**config.mk**
```make
export PLATFORM = sky130hd
export DESIGN_NAME = pampy_stack_engine_flat
export DESIGN_NICKNAME = d
export VERILOG_FILES = /design/src/rtl/pampy_stack_engine_pkg.sv /design/src/rtl/pampy_stack_engine_if.sv /design/src/rtl/pampy_spill_ram.sv /design/src/rtl/pampy_stack_engine.sv /design/src/flat_wrapper.sv
export SDC_FILE = /design/constraint.sdc
export NUM_CORES = 1
export LEC_CHECK = 0
export ABC_AREA = 1
export CAP_MARGIN = 25
export CELL_PAD_IN_SITES_DETAIL_PLACEMENT = 1
export CELL_PAD_IN_SITES_GLOBAL_PLACEMENT = 2
export CORE_MARGIN = 2
export CORE_UTILIZATION = 37
export CTS_CLUSTER_SIZE = 10
export DETAILED_ROUTE_END_ITERATION = 6
export GPL_ROUTABILITY_DRIVEN = 0
export PLACE_DENSITY_LB_ADDON = 0.1
export SYNTH_ARGS = -nofsm -noshare
export SYNTH_HDL_FRONTEND = slang
export SYNTH_SLANG_ARGS = --single-unit
```
**constraint.sdc**
```tcl
create_clock -name general_clk -period 3.2 [get_ports general_clk]
set_input_delay 0.32 -clock general_clk [delete_from_list [all_inputs] [get_ports general_clk]]
set_output_delay 0.32 -clock general_clk [all_outputs]
set_load 0.005 [all_outputs]
```
**src/rtl/pampy_stack_engine_pkg.sv**
```systemverilog
// Shared definitions for the pampy stack engine: op-codes, FSM encoding
// and the sizing helpers used by the engine and its spill RAM.
package pampy_stack_engine_pkg;

    typedef enum logic [2:0] {
        OP_NOP      = 3'd0,
        OP_PUSH     = 3'd1,
        OP_POP      = 3'd2,
        OP_DUP      = 3'd3,
        OP_SWAP     = 3'd4,
        OP_OVER     = 3'd5,
        OP_REPLACE2 = 3'd6,
        OP_CLEAR    = 3'd7
    } op_e;

    typedef enum logic {
        ST_IDLE   = 1'b0,
        ST_REFILL = 1'b1
    } state_e;

    // Occupancy counter must represent 0..DEPTH inclusive.
    function automatic int cnt_width(input int depth);
        return $clog2(depth) + 1;
    endfunction

    function automatic int spill_aw(input int words);
        return (words > 1) ? $clog2(words) : 1;
    endfunction

endpackage

```
**src/rtl/pampy_stack_engine_if.sv**
```systemverilog
// Operation request handshake between a requester and the stack engine.
interface pampy_stack_engine_if #(
    parameter int DATA_WIDTH = 8
);
    logic                  op_valid;
    logic                  op_ready;
    logic [2:0]            op_code;
    logic [DATA_WIDTH-1:0] push_data;

    modport master (
        output op_valid,
        output op_code,
        output push_data,
        input  op_ready
    );

    modport slave (
        input  op_valid,
        input  op_code,
        input  push_data,
        output op_ready
    );
endinterface

```
**src/rtl/pampy_spill_ram.sv**
```systemverilog
// Single-port spill RAM with synchronous read; holds stack entries below NOS.
module pampy_spill_ram #(
    parameter int DATA_WIDTH = 8,
    parameter int WORDS      = 14,
    localparam int AW        = pampy_stack_engine_pkg::spill_aw(WORDS)
) (
    input  logic                  clk,
    input  logic                  en,
    input  logic                  we,
    input  logic [AW-1:0]         addr,
    input  logic [DATA_WIDTH-1:0] wdata,
    output logic [DATA_WIDTH-1:0] rdata
);

    logic [DATA_WIDTH-1:0] mem_r [0:WORDS-1];
    logic [DATA_WIDTH-1:0] rdata_r;

    // Storage write and registered read port; contents are never reset.
    always_ff @(posedge clk) begin
        if (en && we) begin
            mem_r[addr] <= wdata;
        end else if (en) begin
            rdata_r <= mem_r[addr];
        end
    end

    assign rdata = rdata_r;

endmodule

```
**src/rtl/pampy_stack_engine.sv**
```systemverilog
// Hardware stack with TOS/NOS held in registers and deeper entries spilled
// to a synchronous RAM; pops from depth >= 3 take one refill cycle.
module pampy_stack_engine
    import pampy_stack_engine_pkg::*;
#(
    parameter int DATA_WIDTH = 8,
    parameter int DEPTH      = 16,
    localparam int CNT_WIDTH = cnt_width(DEPTH)
) (
    input  logic                  general_clk,
    input  logic                  general_reset,
    pampy_stack_engine_if.slave   op,
    input  logic                  clear_err,
    output logic [DATA_WIDTH-1:0] top_out,
    output logic [DATA_WIDTH-1:0] next_out,
    output logic [CNT_WIDTH-1:0]  depth_out,
    output logic                  empty,
    output logic                  full,
    output logic                  err_overflow,
    output logic                  err_underflow
);

    localparam int SPILL_WORDS = DEPTH - 2;
    localparam int SPILL_AW    = spill_aw(SPILL_WORDS);
    localparam logic [CNT_WIDTH-1:0] DEPTH_C = CNT_WIDTH'(DEPTH);

    state_e                state_r, state_nxt;
    logic                  ready_r;
    logic [DATA_WIDTH-1:0] top_r, nos_r, top_nxt, nos_nxt, push_val;
    logic [CNT_WIDTH-1:0]  depth_r, depth_nxt;
    logic                  empty_r, full_r, ovf_r, udf_r;
    logic                  ovf_set, udf_set;
    logic                  push_req, pop_req, push_go;
    logic                  refill_go, accept;
    logic                  ram_en, ram_we;
    logic [SPILL_AW-1:0]   ram_addr, spill_wr_addr, spill_rd_addr;
    logic [DATA_WIDTH-1:0] ram_rdata;
    op_e                   opc;

    assign accept        = op.op_valid && ready_r;
    assign opc           = op_e'(op.op_code);
    // RAM holds entries 3..depth; the newest spilled word sits at depth-3.
    assign spill_wr_addr = SPILL_AW'(depth_r - CNT_WIDTH'(2));
    assign spill_rd_addr = SPILL_AW'(depth_r - CNT_WIDTH'(3));
    assign push_go       = push_req && !full_r;

    // FSM state register and ready flag.
    always_ff @(posedge general_clk) begin
        if (general_reset) begin
            state_r <= ST_IDLE;
            ready_r <= 1'b1;
        end else begin
            state_r <= state_nxt;
            ready_r <= (state_nxt == ST_IDLE);
        end
    end

    // FSM next-state: REFILL lasts exactly one cycle.
    always_comb begin
        state_nxt = state_r;
        case (state_r)
            ST_IDLE: begin
                if (refill_go) begin
                    state_nxt = ST_REFILL;
                end else begin
                    state_nxt = ST_IDLE;
                end
            end
            ST_REFILL: state_nxt = ST_IDLE;
            default:   state_nxt = ST_IDLE;
        endcase
    end

    // Operation decode and next-value computation for TOS, NOS and depth.
    always_comb begin
        top_nxt   = top_r;
        nos_nxt   = nos_r;
        depth_nxt = depth_r;
        ovf_set   = 1'b0;
        udf_set   = 1'b0;
        push_req  = 1'b0;
        pop_req   = 1'b0;
        push_val  = op.push_data;
        if (state_r == ST_REFILL) begin
            nos_nxt = ram_rdata;
        end else if (accept) begin
            case (opc)
                OP_PUSH: push_req = 1'b1;
                OP_DUP: begin
                    push_val = top_r;
                    if (empty_r) begin
                        udf_set = 1'b1;
                    end else begin
                        push_req = 1'b1;
                    end
                end
                OP_OVER: begin
                    push_val = nos_r;
                    if (depth_r < CNT_WIDTH'(2)) begin
                        udf_set = 1'b1;
                    end else begin
                        push_req = 1'b1;
                    end
                end
                OP_POP: begin
                    if (empty_r) begin
                        udf_set = 1'b1;
                    end else begin
                        top_nxt = nos_r;
                        pop_req = 1'b1;
                    end
                end
                OP_REPLACE2: begin
                    if (depth_r < CNT_WIDTH'(2)) begin
                        udf_set = 1'b1;
                    end else begin
                        top_nxt = op.push_data;
                        pop_req = 1'b1;
                    end
                end
                OP_SWAP: begin
                    if (depth_r < CNT_WIDTH'(2)) begin
                        udf_set = 1'b1;
                    end else begin
                        top_nxt = nos_r;
                        nos_nxt = top_r;
                    end
                end
                OP_CLEAR: begin
                    top_nxt   = '0;
                    nos_nxt   = '0;
                    depth_nxt = '0;
                end
                default: top_nxt = top_r;
            endcase

            if (push_req && full_r) begin
                ovf_set = 1'b1;
            end else if (push_req) begin
                top_nxt   = push_val;
                nos_nxt   = top_r;
                depth_nxt = depth_r + CNT_WIDTH'(1);
            end else if (pop_req) begin
                depth_nxt = depth_r - CNT_WIDTH'(1);
                // Deep pops keep NOS until the refill lands; shallow ones zero it.
                nos_nxt   = (depth_r >= CNT_WIDTH'(3)) ? nos_r : '0;
            end else begin
                depth_nxt = depth_nxt;
            end
        end else begin
            depth_nxt = depth_r;
        end
    end

    // Spill RAM control: write NOS on a deep push, read RAM top on a deep pop.
    always_comb begin
        ram_en    = 1'b0;
        ram_we    = 1'b0;
        ram_addr  = spill_wr_addr;
        refill_go = 1'b0;
        if (push_go && (depth_r >= CNT_WIDTH'(2))) begin
            ram_en = 1'b1;
            ram_we = 1'b1;
        end else if (pop_req && (depth_r >= CNT_WIDTH'(3))) begin
            ram_en    = 1'b1;
            ram_addr  = spill_rd_addr;
            refill_go = 1'b1;
        end else begin
            ram_en = 1'b0;
        end
    end

    // Architectural state and sticky error flags; a set beats clear_err.
    always_ff @(posedge general_clk) begin
        if (general_reset) begin
            top_r   <= '0;
            nos_r   <= '0;
            depth_r <= '0;
            empty_r <= 1'b1;
            full_r  <= 1'b0;
            ovf_r   <= 1'b0;
            udf_r   <= 1'b0;
        end else begin
            top_r   <= top_nxt;
            nos_r   <= nos_nxt;
            depth_r <= depth_nxt;
            empty_r <= (depth_nxt == '0);
            full_r  <= (depth_nxt == DEPTH_C);
            ovf_r   <= ovf_set | (ovf_r & ~clear_err);
            udf_r   <= udf_set | (udf_r & ~clear_err);
        end
    end

    pampy_spill_ram #(
        .DATA_WIDTH (DATA_WIDTH),
        .WORDS      (SPILL_WORDS)
    ) u_spill_ram (
        .clk   (general_clk),
        .en    (ram_en),
        .we    (ram_we),
        .addr  (ram_addr),
        .wdata (nos_r),
        .rdata (ram_rdata)
    );

    assign op.op_ready    = ready_r;
    assign top_out        = top_r;
    assign next_out       = nos_r;
    assign depth_out      = depth_r;
    assign empty          = empty_r;
    assign full           = full_r;
    assign err_overflow   = ovf_r;
    assign err_underflow  = udf_r;

endmodule

```
**src/flat_wrapper.sv**
```systemverilog
// flat-port wrapper written by rule: the top's interface ports become plain ports
module pampy_stack_engine_flat import pampy_stack_engine_pkg::*;
#(
    parameter int DATA_WIDTH = 8,
    parameter int DEPTH      = 16,
    localparam int CNT_WIDTH = cnt_width(DEPTH)
)
  (general_clk, general_reset, clear_err, top_out, next_out, depth_out, empty, full, err_overflow, err_underflow, op_op_valid, op_op_code, op_push_data, op_op_ready);
  pampy_stack_engine_if #(.DATA_WIDTH(DATA_WIDTH)) op_i ();
  input  logic general_clk;
  input  logic general_reset;
  input  logic clear_err;
  output logic [DATA_WIDTH-1:0] top_out;
  output logic [DATA_WIDTH-1:0] next_out;
  output logic [CNT_WIDTH-1:0] depth_out;
  output logic empty;
  output logic full;
  output logic err_overflow;
  output logic err_underflow;
  input wire logic [$bits(op_i.op_valid)-1:0] op_op_valid;
  input wire logic [$bits(op_i.op_code)-1:0] op_op_code;
  input wire logic [$bits(op_i.push_data)-1:0] op_push_data;
  output wire logic [$bits(op_i.op_ready)-1:0] op_op_ready;
  assign op_i.op_valid = op_op_valid;
  assign op_i.op_code = op_op_code;
  assign op_i.push_data = op_push_data;
  assign op_op_ready = op_i.op_ready;
  pampy_stack_engine #(.DATA_WIDTH(DATA_WIDTH), .DEPTH(DEPTH)) u_core (.general_clk(general_clk), .general_reset(general_reset), .op(op_i), .clear_err(clear_err), .top_out(top_out), .next_out(next_out), .depth_out(depth_out), .empty(empty), .full(full), .err_overflow(err_overflow), .err_underflow(err_underflow));
endmodule
```
==> impl_metrics.yaml <==
finish:
  diodes: 0
  drive_gt1_frac: 0.109
  final_cell_mix: "nand2_1 (314), edfxtp_1 (120), nand3_1 (77), nor2_1 (50), o21ai_0 (46)"
  final_common_cell: "nand2_1"
  nFillCells: 2249
  nets: 900
  area_growth_pct: 21.0
synth:
  syn_avg_cell_area_um2: 8.91
  yosys.area.top_type_share: 0.500
  netlist_area_um2: 7210
  ys_types: 36
  synth_area_leaders: "edfxtp_1 (50%), nand2_1 (16%), dfxtp_1 (7.5%), nand3_1 (5.3%), o21ai_0 (3.2%)"
  netlist.top_cell.by_area: "edfxtp_1"
  ys_ff_latch: 147
  yosysWarnings: 0
  syn-instance-count: 809
  syn-num-nets: 831
  synth_seq_area_share: 0.575
sta:
  setup_tns_ns: 0
  slew_headroom: 0.562
  post-route-period-util: 0.882
  maxSlewViolCount: 0
  holdWs_ns: 0.468
  grt_setup_unrepaired: "false"
  tightest_slew_ns: 0.655
  min_period_ns: 2.82
  final_hold_viol_count: 0
  setup_violations: 0
  fin_worst_skew_ns: 0.00849
  max_freq_ghz: 0.354
die:
  fp.dieH_um: 144
  ios: 41
  die-area_um2: 20600
  coreArea_um2: 19300
  row_count: 51
  start_util: 0.374
  die_w_um: 144
global_route:
  antenna_found_initial: 0
  grt_use_total: 0.225
  overflow: 0
  grt_pass1_wl_um: 34500
  grt_pass1_vias: 6243
  grt_max_degree: 33
power:
  leakagePower_nw: 3.56
  switching_share: 0.267
  p_int_mw: 3.75
  power_frac_seq: 0.415
  ir_drop_mv: 0.372
  p_switching_mw: 1.37
  combPwrFrac: 0.160
  clkPwrFrac: 0.425
  p_per_area_nw_per_um2: 587
worst_setup_path:
  path_class: "reg2reg"
  cp-end-kind: "flip-flop"
  worst-path-max-fanout: 26
  worst_ep_arrival_time_ns: 2.95
  crit_path_start_kind: "flip-flop"
  critPathRequiredTime_ns: 3.33
clocking:
  cts.path.max_buffers: 2
  cts_resized: 0
  clock_sinks: 147
  clk_latency_ns: 0.42
  cts_setup_buffers: 0
  cts_buffers: 17
  holdBufCountCts: 0
  cts_tree: "yes"
  root_buffer: "clkbuf_16"
  cts_htree_levels: 4
  clk_pin_slew_ns: 0.06
status:
  outcome: "finished, final reports clean"
route:
  dr.first_iter.drc_count: 289
  via_per_inst: 5.02
  drtAntennaViolNets: 0
  firstDrtPassIters: 4
  vias: 5800
  post_drt_wl_per_cell_um: 19.0
  drc: 0
  finalWirelength_um: 21900
min_path:
  hold_class: "reg2reg"
run:
  maxCapViolCount: 0
placed_design:
  numPortBuffers: 40
  hpwl_um: 15400
[worst paths after layout]
path	startpoint	slack (ns)	cells after the start	endpoint
setup / recovery	u_core.depth_out[1]$_SDFF_PP0_	0.38	10	u_core.u_spill_ram.mem_r[10][5]$_DFFE_PP_
hold / removal	u_core.err_overflow$_SDFF_PP0_	0.47	2	u_core.err_overflow$_SDFF_PP0_
hold reg to reg	u_core.err_overflow$_SDFF_PP0_	0.47	2	u_core.err_overflow$_SDFF_PP0_
setup reg to reg	u_core.depth_out[1]$_SDFF_PP0_	0.38	10	u_core.u_spill_ram.mem_r[10][5]$_DFFE_PP_
[metrics by stage]
stage,setup WS [ns],total power [mW],instances,cell area (um^2),utilization
3_3_place_gp,0.321,2.97,1124,8080,0.419
2_1_floorplan,0.658,2.69,809,7210,-
3_5_place_dp,0.271,2.99,1124,8080,0.419
4_1_cts,0.343,5.17,1155,8720,0.452
6_report,0.379,5.12,1155,8720,0.452
5_1_grt,0.0762,5.33,1155,8720,0.452
[critical path, stage by stage, from the launching register on]
cell,delay [ns]
dfxtp_1,0.50
inv_1,0.14
ha_1,0.29
nand3_2,0.14
nand4_4,0.19
nand2_1,0.16
o21ai_4,0.14
inv_2,0.36
nand3_1,0.20
nor2_1,0.20
buf_4,0.20
[synthesized netlist by cell type]
master,n
nand3b_1,6
clkinv_1,1
a32o_1,1
a21boi_1,8
o21ai_2,1
clkbuf_1,7
nand2_2,6
buf_2,16
ha_1,7
nor3_1,3
or2_2,1
o22ai_1,1
nand2_4,2
o21ai_0,46
nand4_4,1
a21oi_1,26
buf_4,4
nand4_1,1
nand3_1,77
o21ai_1,5
dfxtp_1,27
o211ai_1,1
nand3_4,2
nand2_1,314
buf_6,3
a21oi_2,1
inv_1,45
nor2_1,50
edfxtp_1,120
nor2_2,3
nand3_2,1
o2111ai_1,8
inv_2,6
xor2_1,4
o21ai_4,1
nor2_4,3
[state kept, by name, indices dropped and copies added (netlist names)]
| name | count |
|---|---|
| u_core.u_spill_ram.rdata | 8 |
| u_core.top_out | 8 |
| u_core.err_underflow | 1 |
| u_core.u_spill_ram.mem_r | 112 |
| u_core.state_r | 1 |
| u_core.depth_out | 5 |
| u_core.full | 1 |
| u_core.empty | 1 |
| u_core.next_out | 8 |
| u_core.op.op_ready | 1 |
| u_core.err_overflow | 1 |
[layout make-up]
class | count | area [um^2] | share of cell area
flip-flops and latches | 147 | 4140 | 0.475
clock buffers | 19 | 433 | 0.0496
clock inverters | 12 | 204 | 0.0234
inverters | 52 | 195 | 0.0224
well taps | 265 | 332 | 0.0380
multi-input cells | 580 | 2700 | 0.310
repair buffers | 80 | 713 | 0.0818
[per-layer routing]
metal | track usage | share of wire
met5 | 0 | 0
met4 | 0.0748 | 0.019
met2 | 0.408 | 0.52
met3 | 0.0353 | 0.025
met1 | 0.273 | 0.44
[power by group through the flow]
stage / registers (mW) / logic (mW) / clock network (mW)
2_1_floorplan: 2.16 / 0.522 / 0
3_3_place_gp: 2.17 / 0.808 / 0
3_5_place_dp: 2.17 / 0.820 / 0
4_1_cts: 2.13 / 0.829 / 2.21
5_1_grt: 2.13 / 0.924 / 2.28
6_report: 2.12 / 0.818 / 2.18
[cell families after synthesis]
logic type,count (synthesis),share of synthesized area
simple gates,470,0.278
compound gates,99,0.0795
xor+xnor,4,0.00486
flops,147,0.575
fa+ha+maj,7,0.0122
buf+inv,82,0.0507
Note: power is estimated with default switching activity, not from simulation.
